$ cat config.mk
export PLATFORM = sky130hd
export DESIGN_NAME = pc_sequencer_flat
export DESIGN_NICKNAME = d
export VERILOG_FILES = /design/src/rtl/pc_sequencer_if.sv /design/src/rtl/pc_sequencer.sv /design/src/flat_wrapper.sv
export SDC_FILE = /design/constraint.sdc
export NUM_CORES = 1
export LEC_CHECK = 0
export ABC_AREA = 1
export BUFFER_PORTS_ARGS = -buffer_cell sky130_fd_sc_hd__buf_2
export CORE_UTILIZATION = 45
export CTS_BUF_LIST = sky130_fd_sc_hd__clkbuf_8
export DETAILED_ROUTE_END_ITERATION = 6
export PLACE_DENSITY_LB_ADDON = 0.12
export REMOVE_ABC_BUFFERS = 1
export SETUP_SLACK_MARGIN = 0.05
export SYNTH_ARGS = -nofsm -noshare
export SYNTH_HDL_FRONTEND = slang
export SYNTH_SLANG_ARGS = --single-unit
$ cat constraint.sdc
create_clock -name clk -period 2.4 [get_ports clk]
set_input_delay 0.36 -clock clk [delete_from_list [all_inputs] [get_ports clk]]
set_output_delay 0.36 -clock clk [all_outputs]
set_load 0.05 [all_outputs]
$ cat src/rtl/pc_sequencer_if.sv
// ----------------------------------------------------------------------------
// pc_sequencer_if
// Bus between the decode/control side and the program-counter sequencer.
//
// Signals (named from the control side's point of view):
//   stall               - hold the current address this cycle
//   branch_taken        - redirect to a PC-relative target
//   branch_offset[15:0] - signed word offset for branch_taken
//   jump                - redirect to an absolute target
//   jump_target         - absolute jump address
//   link_enable         - with jump, capture the return address
//   halt_req            - stop fetching until reset
//   instruction_address - address presented to instruction_fetch
//   fetch_valid         - instruction_address is a live fetch
//   flush               - one-cycle pulse following any redirect
//   link_address        - saved return address
//   halted              - sequencer is parked in HALT
//
// Modports:
//   master - the control side (drives requests, observes the sequencer)
//   slave  - the sequencer itself
// ----------------------------------------------------------------------------
interface pc_sequencer_if #(
    parameter int ADDR_WIDTH = 8
);
    logic                  stall;
    logic                  branch_taken;
    logic [15:0]           branch_offset;
    logic                  jump;
    logic [ADDR_WIDTH-1:0] jump_target;
    logic                  link_enable;
    logic                  halt_req;
    logic [ADDR_WIDTH-1:0] instruction_address;
    logic                  fetch_valid;
    logic                  flush;
    logic [ADDR_WIDTH-1:0] link_address;
    logic                  halted;

    modport master (
        output stall, branch_taken, branch_offset, jump, jump_target,
               link_enable, halt_req,
        input  instruction_address, fetch_valid, flush, link_address, halted
    );

    modport slave (
        input  stall, branch_taken, branch_offset, jump, jump_target,
               link_enable, halt_req,
        output instruction_address, fetch_valid, flush, link_address, halted
    );
endinterface

$ cat src/rtl/pc_sequencer.sv
// ----------------------------------------------------------------------------
// pc_sequencer
// Program-counter stage feeding instruction_fetch. Produces a word-indexed
// instruction address every cycle and handles sequential increment,
// PC-relative branches, absolute jumps with optional link, stall and halt.
// Every output comes straight from a flop; nothing is combinational from
// the inputs.
//
// Ports:
//   clk   - clock, all state changes on the rising edge
//   reset - asynchronous, active-low reset
//   bus   - pc_sequencer_if.slave (requests in, address/status out)
//
// Parameters:
//   ADDR_WIDTH - width of the word address
//   RESET_ADDR - address presented after reset
// ----------------------------------------------------------------------------
module pc_sequencer #(
    parameter int                    ADDR_WIDTH = 8,
    parameter logic [ADDR_WIDTH-1:0] RESET_ADDR = '0
) (
    input  logic          clk,
    input  logic          reset,
    pc_sequencer_if.slave bus
);

    // The branch sum is formed at least 17 bits wide so the signed 16-bit
    // offset and the carry from +1 are never lost before truncation.
    localparam int SUM_W = (ADDR_WIDTH > 16) ? ADDR_WIDTH + 1 : 17;

    typedef enum logic [1:0] {
        BOOT = 2'd0,
        RUN  = 2'd1,
        HALT = 2'd2
    } seqState_t;

    seqState_t             r_state;
    seqState_t             w_nextState;

    logic [ADDR_WIDTH-1:0] r_instrAddr;
    logic                  r_fetchValid;
    logic                  r_flush;
    logic [ADDR_WIDTH-1:0] r_linkAddr;
    logic                  r_halted;

    logic [ADDR_WIDTH-1:0] w_nextAddr;
    logic                  w_nextFetchValid;
    logic                  w_nextFlush;
    logic [ADDR_WIDTH-1:0] w_nextLink;
    logic                  w_nextHalted;

    logic [ADDR_WIDTH-1:0] w_seqAddr;
    logic [SUM_W-1:0]      w_branchSum;
    logic [ADDR_WIDTH-1:0] w_branchTarget;
    logic [SUM_W-ADDR_WIDTH-1:0] w_unusedSumHigh;

    // Sequential successor; also the return address for a linked jump.
    assign w_seqAddr = r_instrAddr + ADDR_WIDTH'(1);

    // Branch target wraps modulo 2^ADDR_WIDTH; the upper sum bits are
    // deliberately discarded.
    assign w_branchSum = {{(SUM_W-ADDR_WIDTH){1'b0}}, r_instrAddr}
                       + SUM_W'(1)
                       + {{(SUM_W-16){bus.branch_offset[15]}}, bus.branch_offset};
    assign {w_unusedSumHigh, w_branchTarget} = w_branchSum;

    // Next-state and next-output decode. Redirect priority inside RUN is
    // halt > jump > branch > stall > increment, so a redirect always beats
    // a simultaneous stall and a jump always beats a branch.
    always_comb begin
        w_nextState      = r_state;
        w_nextAddr       = r_instrAddr;
        w_nextFetchValid = r_fetchValid;
        w_nextFlush      = 1'b0;
        w_nextLink       = r_linkAddr;
        w_nextHalted     = r_halted;

        case (r_state)
            BOOT: begin
                w_nextState      = RUN;
                w_nextFetchValid = 1'b1;
            end
            RUN: begin
                if (bus.halt_req) begin
                    w_nextState      = HALT;
                    w_nextFetchValid = 1'b0;
                    w_nextHalted     = 1'b1;
                end else if (bus.jump) begin
                    w_nextAddr  = bus.jump_target;
                    w_nextFlush = 1'b1;
                    if (bus.link_enable) begin
                        w_nextLink = w_seqAddr;
                    end
                end else if (bus.branch_taken) begin
                    w_nextAddr  = w_branchTarget;
                    w_nextFlush = 1'b1;
                end else if (!bus.stall) begin
                    w_nextAddr = w_seqAddr;
                end
            end
            HALT: begin
                w_nextFetchValid = 1'b0;
                w_nextHalted     = 1'b1;
            end
            default: begin
                w_nextState      = BOOT;
                w_nextAddr       = RESET_ADDR;
                w_nextFetchValid = 1'b0;
                w_nextHalted     = 1'b0;
            end
        endcase
    end

    // State and output registers; reset is asynchronous so a mid-cycle
    // reset pulse takes effect without waiting for a clock edge.
    always_ff @(posedge clk or negedge reset) begin
        if (!reset) begin
            r_state      <= BOOT;
            r_instrAddr  <= RESET_ADDR;
            r_fetchValid <= 1'b0;
            r_flush      <= 1'b0;
            r_linkAddr   <= '0;
            r_halted     <= 1'b0;
        end else begin
            r_state      <= w_nextState;
            r_instrAddr  <= w_nextAddr;
            r_fetchValid <= w_nextFetchValid;
            r_flush      <= w_nextFlush;
            r_linkAddr   <= w_nextLink;
            r_halted     <= w_nextHalted;
        end
    end

    assign bus.instruction_address = r_instrAddr;
    assign bus.fetch_valid         = r_fetchValid;
    assign bus.flush               = r_flush;
    assign bus.link_address        = r_linkAddr;
    assign bus.halted              = r_halted;

endmodule

$ cat src/flat_wrapper.sv
// flat-port wrapper written by rule: the top's interface ports become plain ports
module pc_sequencer_flat 
#(
    parameter int                    ADDR_WIDTH = 8,
    parameter logic [ADDR_WIDTH-1:0] RESET_ADDR = '0
)
  (clk, reset, bus_stall, bus_branch_taken, bus_branch_offset, bus_jump, bus_jump_target, bus_link_enable, bus_halt_req, bus_instruction_address, bus_fetch_valid, bus_flush, bus_link_address, bus_halted);
  pc_sequencer_if #(.ADDR_WIDTH(ADDR_WIDTH)) bus_i ();
  input  logic clk;
  input  logic reset;
  input wire logic [$bits(bus_i.stall)-1:0] bus_stall;
  input wire logic [$bits(bus_i.branch_taken)-1:0] bus_branch_taken;
  input wire logic [$bits(bus_i.branch_offset)-1:0] bus_branch_offset;
  input wire logic [$bits(bus_i.jump)-1:0] bus_jump;
  input wire logic [$bits(bus_i.jump_target)-1:0] bus_jump_target;
  input wire logic [$bits(bus_i.link_enable)-1:0] bus_link_enable;
  input wire logic [$bits(bus_i.halt_req)-1:0] bus_halt_req;
  output wire logic [$bits(bus_i.instruction_address)-1:0] bus_instruction_address;
  output wire logic [$bits(bus_i.fetch_valid)-1:0] bus_fetch_valid;
  output wire logic [$bits(bus_i.flush)-1:0] bus_flush;
  output wire logic [$bits(bus_i.link_address)-1:0] bus_link_address;
  output wire logic [$bits(bus_i.halted)-1:0] bus_halted;
  assign bus_i.stall = bus_stall;
  assign bus_i.branch_taken = bus_branch_taken;
  assign bus_i.branch_offset = bus_branch_offset;
  assign bus_i.jump = bus_jump;
  assign bus_i.jump_target = bus_jump_target;
  assign bus_i.link_enable = bus_link_enable;
  assign bus_i.halt_req = bus_halt_req;
  assign bus_instruction_address = bus_i.instruction_address;
  assign bus_fetch_valid = bus_i.fetch_valid;
  assign bus_flush = bus_i.flush;
  assign bus_link_address = bus_i.link_address;
  assign bus_halted = bus_i.halted;
  pc_sequencer #(.ADDR_WIDTH(ADDR_WIDTH), .RESET_ADDR(RESET_ADDR)) u_core (.clk(clk), .reset(reset), .bus(bus_i));
endmodule
### Yosys cells after proc, flatten, opt, wreduce, memory -nomap -nowiden

Cells that the tools add are included.

* word-level logic and storage cells: 39
* flip-flop bits (word level): 21
* output and inout bits: 19

* equal/unequal tests: 5
* bitwise operators: 4
* reduce and logical (&&, ||, !) cells: 6
* add/subtract/negate cells: 3
* multiplexer cells: 15

Operator list (number)
* $mux 8: 4
* $add 8x1->8 const B: 2
* $pmux 8 s2: 1
* $add 8x8->8: 1
* $mux 1: 6
* $pmux 2 s3: 1
* $ne 2x2->1 const B: 2
* $ne 4x4->1 const B: 1
* $not 1->1: 4
* $reduce_and 2->1: 2
* $reduce_and 4->1: 1
* $pmux 1 s3: 1
* $reduce_and 3->1: 1
* $eq 2x1->1 const B: 1
* $eq 2x2->1 const B: 1
* $logic_not 2->1: 1
* $mux 2: 1
* $pmux 1 s2: 1
* $reduce_or 2->1: 1

### Depth between registers and ports, before layout

* depth after elaboration: 6
* mapped depth: 11
* depth with buffers taken out: 11

### Worst setup path after synthesis

Ideal clock, no wire load.

* path type: register -> register
* start point: register u_core.r_instrAddr[0], in the netlist u_core.bus.instruction_address[0]
* end point: register u_core.r_instrAddr[6], in the netlist u_core.bus.instruction_address[6]
* required time: 2.282 ns
* path slack: 0.306 ns
* cell stages (with the launch flop): 10
* period minus slack after synthesis: 2.094 ns
* arrival: 1.976 ns
* path buffers: 0
* library setup time: 0.118 ns
* cell sequence: dfrtp_1 > inv_1 > ha_1 > fa_1 > o21ai_2 > nand3b_1 > nand3_1 > nand3_1 > nand2_1 > nand2_1

* longest elaborated chain between the ends: 6
* elaborated cells on any way between the ends: 8
* classes of those cells: 3 x add/sub; 5 x mux

Ends and longest elaborated chain
* start: declaration: line pc_sequencer.sv:40 `logic [ADDR_WIDTH-1:0] r_instrAddr;`
* start signal: assignment: line pc_sequencer.sv:126 `r_instrAddr <= w_nextAddr;`
* $add 8x1->8: line pc_sequencer.sv:58, pc_sequencer.sv:63
* $add 8x8->8 or $mux 8 (tied branches): line pc_sequencer.sv:64, pc_sequencer.sv:97
* $mux 8 (*): line pc_sequencer.sv:94 `end else if (bus.branch_taken) begin`
* $mux 8 (*): line pc_sequencer.sv:88 `end else if (bus.jump) begin`
* $mux 8 (*): line pc_sequencer.sv:84 `if (bus.halt_req) begin`
* $pmux 8 s2 (*): line pc_sequencer.sv:78 `case (r_state)`

Every way passes the cells marked *; elsewhere a longest branch is shown, timed or not. The select of a mux whose other input is x is not followed.
A chain may end at the register's enable or synchronous reset.

### Worst setup path in the final report

Ends and elaborated chain as after synthesis.

==> summary.txt <==
Status
  • Status: complete, no violations

Critical path
  • WP data arrival: roughly 1.9 ns
  • Crit-path max FO: 3
  • Crit. End Element: flop
  • Worst EP required: 2.57 ns
  • Startpoint Class: flop
  • Critical path class: reg -> reg

Logic synthesis
  • Synthesis-stage register bit count: 21
  • Cell taking the most area after synthesis: dfrtp_1
  • Synth area leaders: dfrtp_1 (33%), nand2_1 (16%), ha_1 (9.5%)
  • Yosys synthesis warning count: 0
  • Synth Instances: 220
  • Top_reg_cell synth: dfrtp_1
  • Number of synthesized flops with an enable pin: 0
  • Post-Syn Area: 0.00158 sq mm
  • Register area share after synthesis: 33.2%
  • Avg Cell Area, Syn: 7.19 sq um
  • Distinct cells, synth: 30
  • Top-area cell type share of the netlist area: between 30% and 40%
  • Async set-or-reset flop fraction in the synthesized netlist: 100%

Clocking
  • TritonCTS clock tree: built
  • Clk Latency, worst-skew pair: 0.27 ns
  • Post_cts resized: 0
  • Root Buffer: clkbuf_8
  • Cts hold-fix bufs: 0
  • Inserted Clock Buffers: 3
  • Clock buffer depth: 2
  • Clock sink count: 21
  • Clock Pin Slew Worst Setup and Hold Paths: 0.08 ns
  • Total setup buffers inserted after CTS: 0
  • Max H-tree Level: 1

Final layout
  • Area of the multi-input gates: 925 sq um
  • Post-route insts no fill: 311
  • Syn-to-layout area delta: 19.7%
  • Nets: 310
  • Fraction of layout cells with a size suffix above 1: about a quarter
  • FF/Latch Area: 526 sq um
  • Fillers: 382
  • End-of-flow core utilization: about 56%
  • Ant. Diodes: 0

Detailed routing
  • Total wire length: 3.43 mm
  • Pre-antenna DRT Iters: 5
  • DR iter-0 viols: 71
  • Routed Antenna Nets: 0
  • WL/cell: 11.0 microns
  • DRC: 0
  • Vias: between 1,000 and 1,500
  • Avg Vias per Cell: around 4.8

Pwr
  • Internal: 1070 uW
  • Worst VDD drop: 0.740 mV
  • Switch share: 55.1%
  • Tot Pwr: 2380 uW
  • Power share of the clock group: 10.0%
  • Leak: 0.00108 uW
  • PwrDens: 1250 mW/mm^2
  • Sw power: 1310 uW
  • Reg power frac: 26.9%
  • Comb power frac: 63.1%

Job
  • MaxCap Viol Count: 0

Die
  • Site Rows: 21
  • Die Y: 61.3 microns
  • Initial core utilization: 47.1%
  • Core box area: 0.00336 sq mm
  • DIE AREA: 0.00376 sq mm
  • Die W: between 60 and 70 microns
  • Ports: 50

Placed design
  • IO Port Bufs: 41
  • Placed Instances: 307
  • Final GP Congestion: between 0.7 and 0.8
  • Hpwl dp: between 2 and 3 mm

STA
  • Setup TNS: 0 ns
  • Skew final: 0.00872 ns
  • Post-route clock period utilization: between 70 and 80%
  • Final hold violations: 0
  • Min Tclk post-route: 1.73 ns
  • Slew HR: between 60% and 70%
  • Max Clk Rate: 577 MHz
  • Final count of pins violating max slew: 0
  • Worst slew pin tran: 0.469 ns
  • RSZ-0062 raised after global routing: no
  • Final setup fails: 0

Hold path
  • Worst Hold Class: in -> async

GRT
  • Number of global-route vias before repair: 1,229
  • Largest net degree at the start of global routing: 22
  • Initial antenna violation count: 0
  • First-pass GRT wire length: around 5.5 mm
  • GRT Util Overall: about a fifth
  • Grt ovf: 0
placed cells by master, fill, tap and decap left out, drive strengths merged:
cell type  netlist  layout
fa               1       1
a21oi            8       8
nor3             2       2
inv             33      33
clkbuf           0       3
buf              1      42
dfrtp           21      21
nor2            28      28
mux2             1       1
or2              1       1
a211oi           1       1
nand2           69      69
o21bai           1       1
xor2             4       4
a31oi            1       1
ha              12      12
nand3b           4       4
nand3           17      17
clkinv           1       2
o21ai           10      10
nand4            3       3
xnor2            1       1
critical path: stages (launching register included):
cell and delay [ns]:
dfrtp_1 0.35, inv_1 0.08, ha_1 0.21, fa_1 0.42, o21ai_2 0.20, nand3b_1 0.11, nand3_1 0.08, nand3_1 0.08
nand2_1 0.06, nand2_1 0.04
sequential cells by signal, summed over array words and instances (netlist names):
register	count
u_core.bus.fetch_valid	1
u_core.bus.flush	1
u_core.bus.halted	1
u_core.bus.instruction_address	8
u_core.bus.link_address	8
u_core.r_state	2
power groups by stage:
stage | clock network [uW] | registers (uW) | logic [uW]
2_1_floorplan | 0 | 1090 | 713
4_1_cts | 244 | 640 | 1500
3_3_place_gp | 0 | 639 | 1490
5_1_grt | 254 | 662 | 1670
3_5_place_dp | 0 | 643 | 1500
6_report | 237 | 639 | 1500
layout make-up:
class / instances / area share [%]
Clock buffer: 3 / 2.18
Clock inverter: 1 / 0.264
Inverter: 34 / 6.74
Multi-Input combinational cell: 164 / 48.8
Sequential cell: 21 / 27.7
Tap cell: 46 / 3.04
Timing Repair Buffer: 42 / 11.2
cells in the mapped netlist (3+ instances only):
master / count
dfrtp_1: 21
nand2_1: 68
o21ai_0: 3
nand3_1: 15
a21oi_1: 7
o21ai_1: 6
xor2_1: 4
ha_1: 12
inv_1: 27
nor2_1: 26
inv_2: 6
nand3b_1: 4
cells by family (layout without fill, tap and decap cells):
kind of cell | count (synthesis) | in the layout | share of synthesized area [%]
AO/OA/AOI/OAI | 21 | 21 | 8.54
buffers and inverters | 35 | 80 | 8.38
XOR/XNOR | 5 | 5 | 2.77
multiplexers | 1 | 1 | 0.711
flip-flops | 21 | 21 | 33.2
AND/OR/NAND/NOR | 124 | 124 | 35.7
adder cells (fa/ha/maj) | 13 | 13 | 10.8
final timing paths:
path | startpoint | endpoint | slack (ns) | cells after the start
setup / recovery | u_core.bus.instruction_address[0] | u_core.bus.instruction_address[6] | 0.67 | 9
min in group clk | bus_halt_req | u_core.bus.flush | 0.40 | 4
hold reg to reg | u_core.bus.link_address[3] | u_core.bus.link_address[3] | 0.48 | 2
hold / removal | reset | u_core.bus.instruction_address[5] | 0.03 | 1
setup reg to reg | u_core.bus.instruction_address[0] | u_core.bus.instruction_address[6] | 0.67 | 9
max in group asynchronous | reset | u_core.bus.link_address[2] | 2.03 | 1
metal layers:
layer  up-vias  wire length [microns]  part of all wire (%)  GRT usage (%)
li1        782                      -                     -              -
met1       669                   1660                    48           27.3
met2        38                   1600                    47           32.9
met3         0                    171                   5.0           4.41
met4         0                      0                     0           1.95
met5         -                      0                     0              0
through the flow:
| stage | setup WS (ns) | hold WS, ns | area, sq um |
|---|---|---|---|
| global placement | 0.637 | 0.350 | 1850 |
| CTS | 0.655 | 0.0513 | 1890 |
| detailed placement | 0.620 | 0.347 | 1850 |
| finish | 0.666 | 0.0344 | 1890 |
| floorplan | 0.306 | 0.0644 | 1580 |
| global route | 0.566 | 0.0730 | 1890 |
Power figures use the tool's default switching activity.
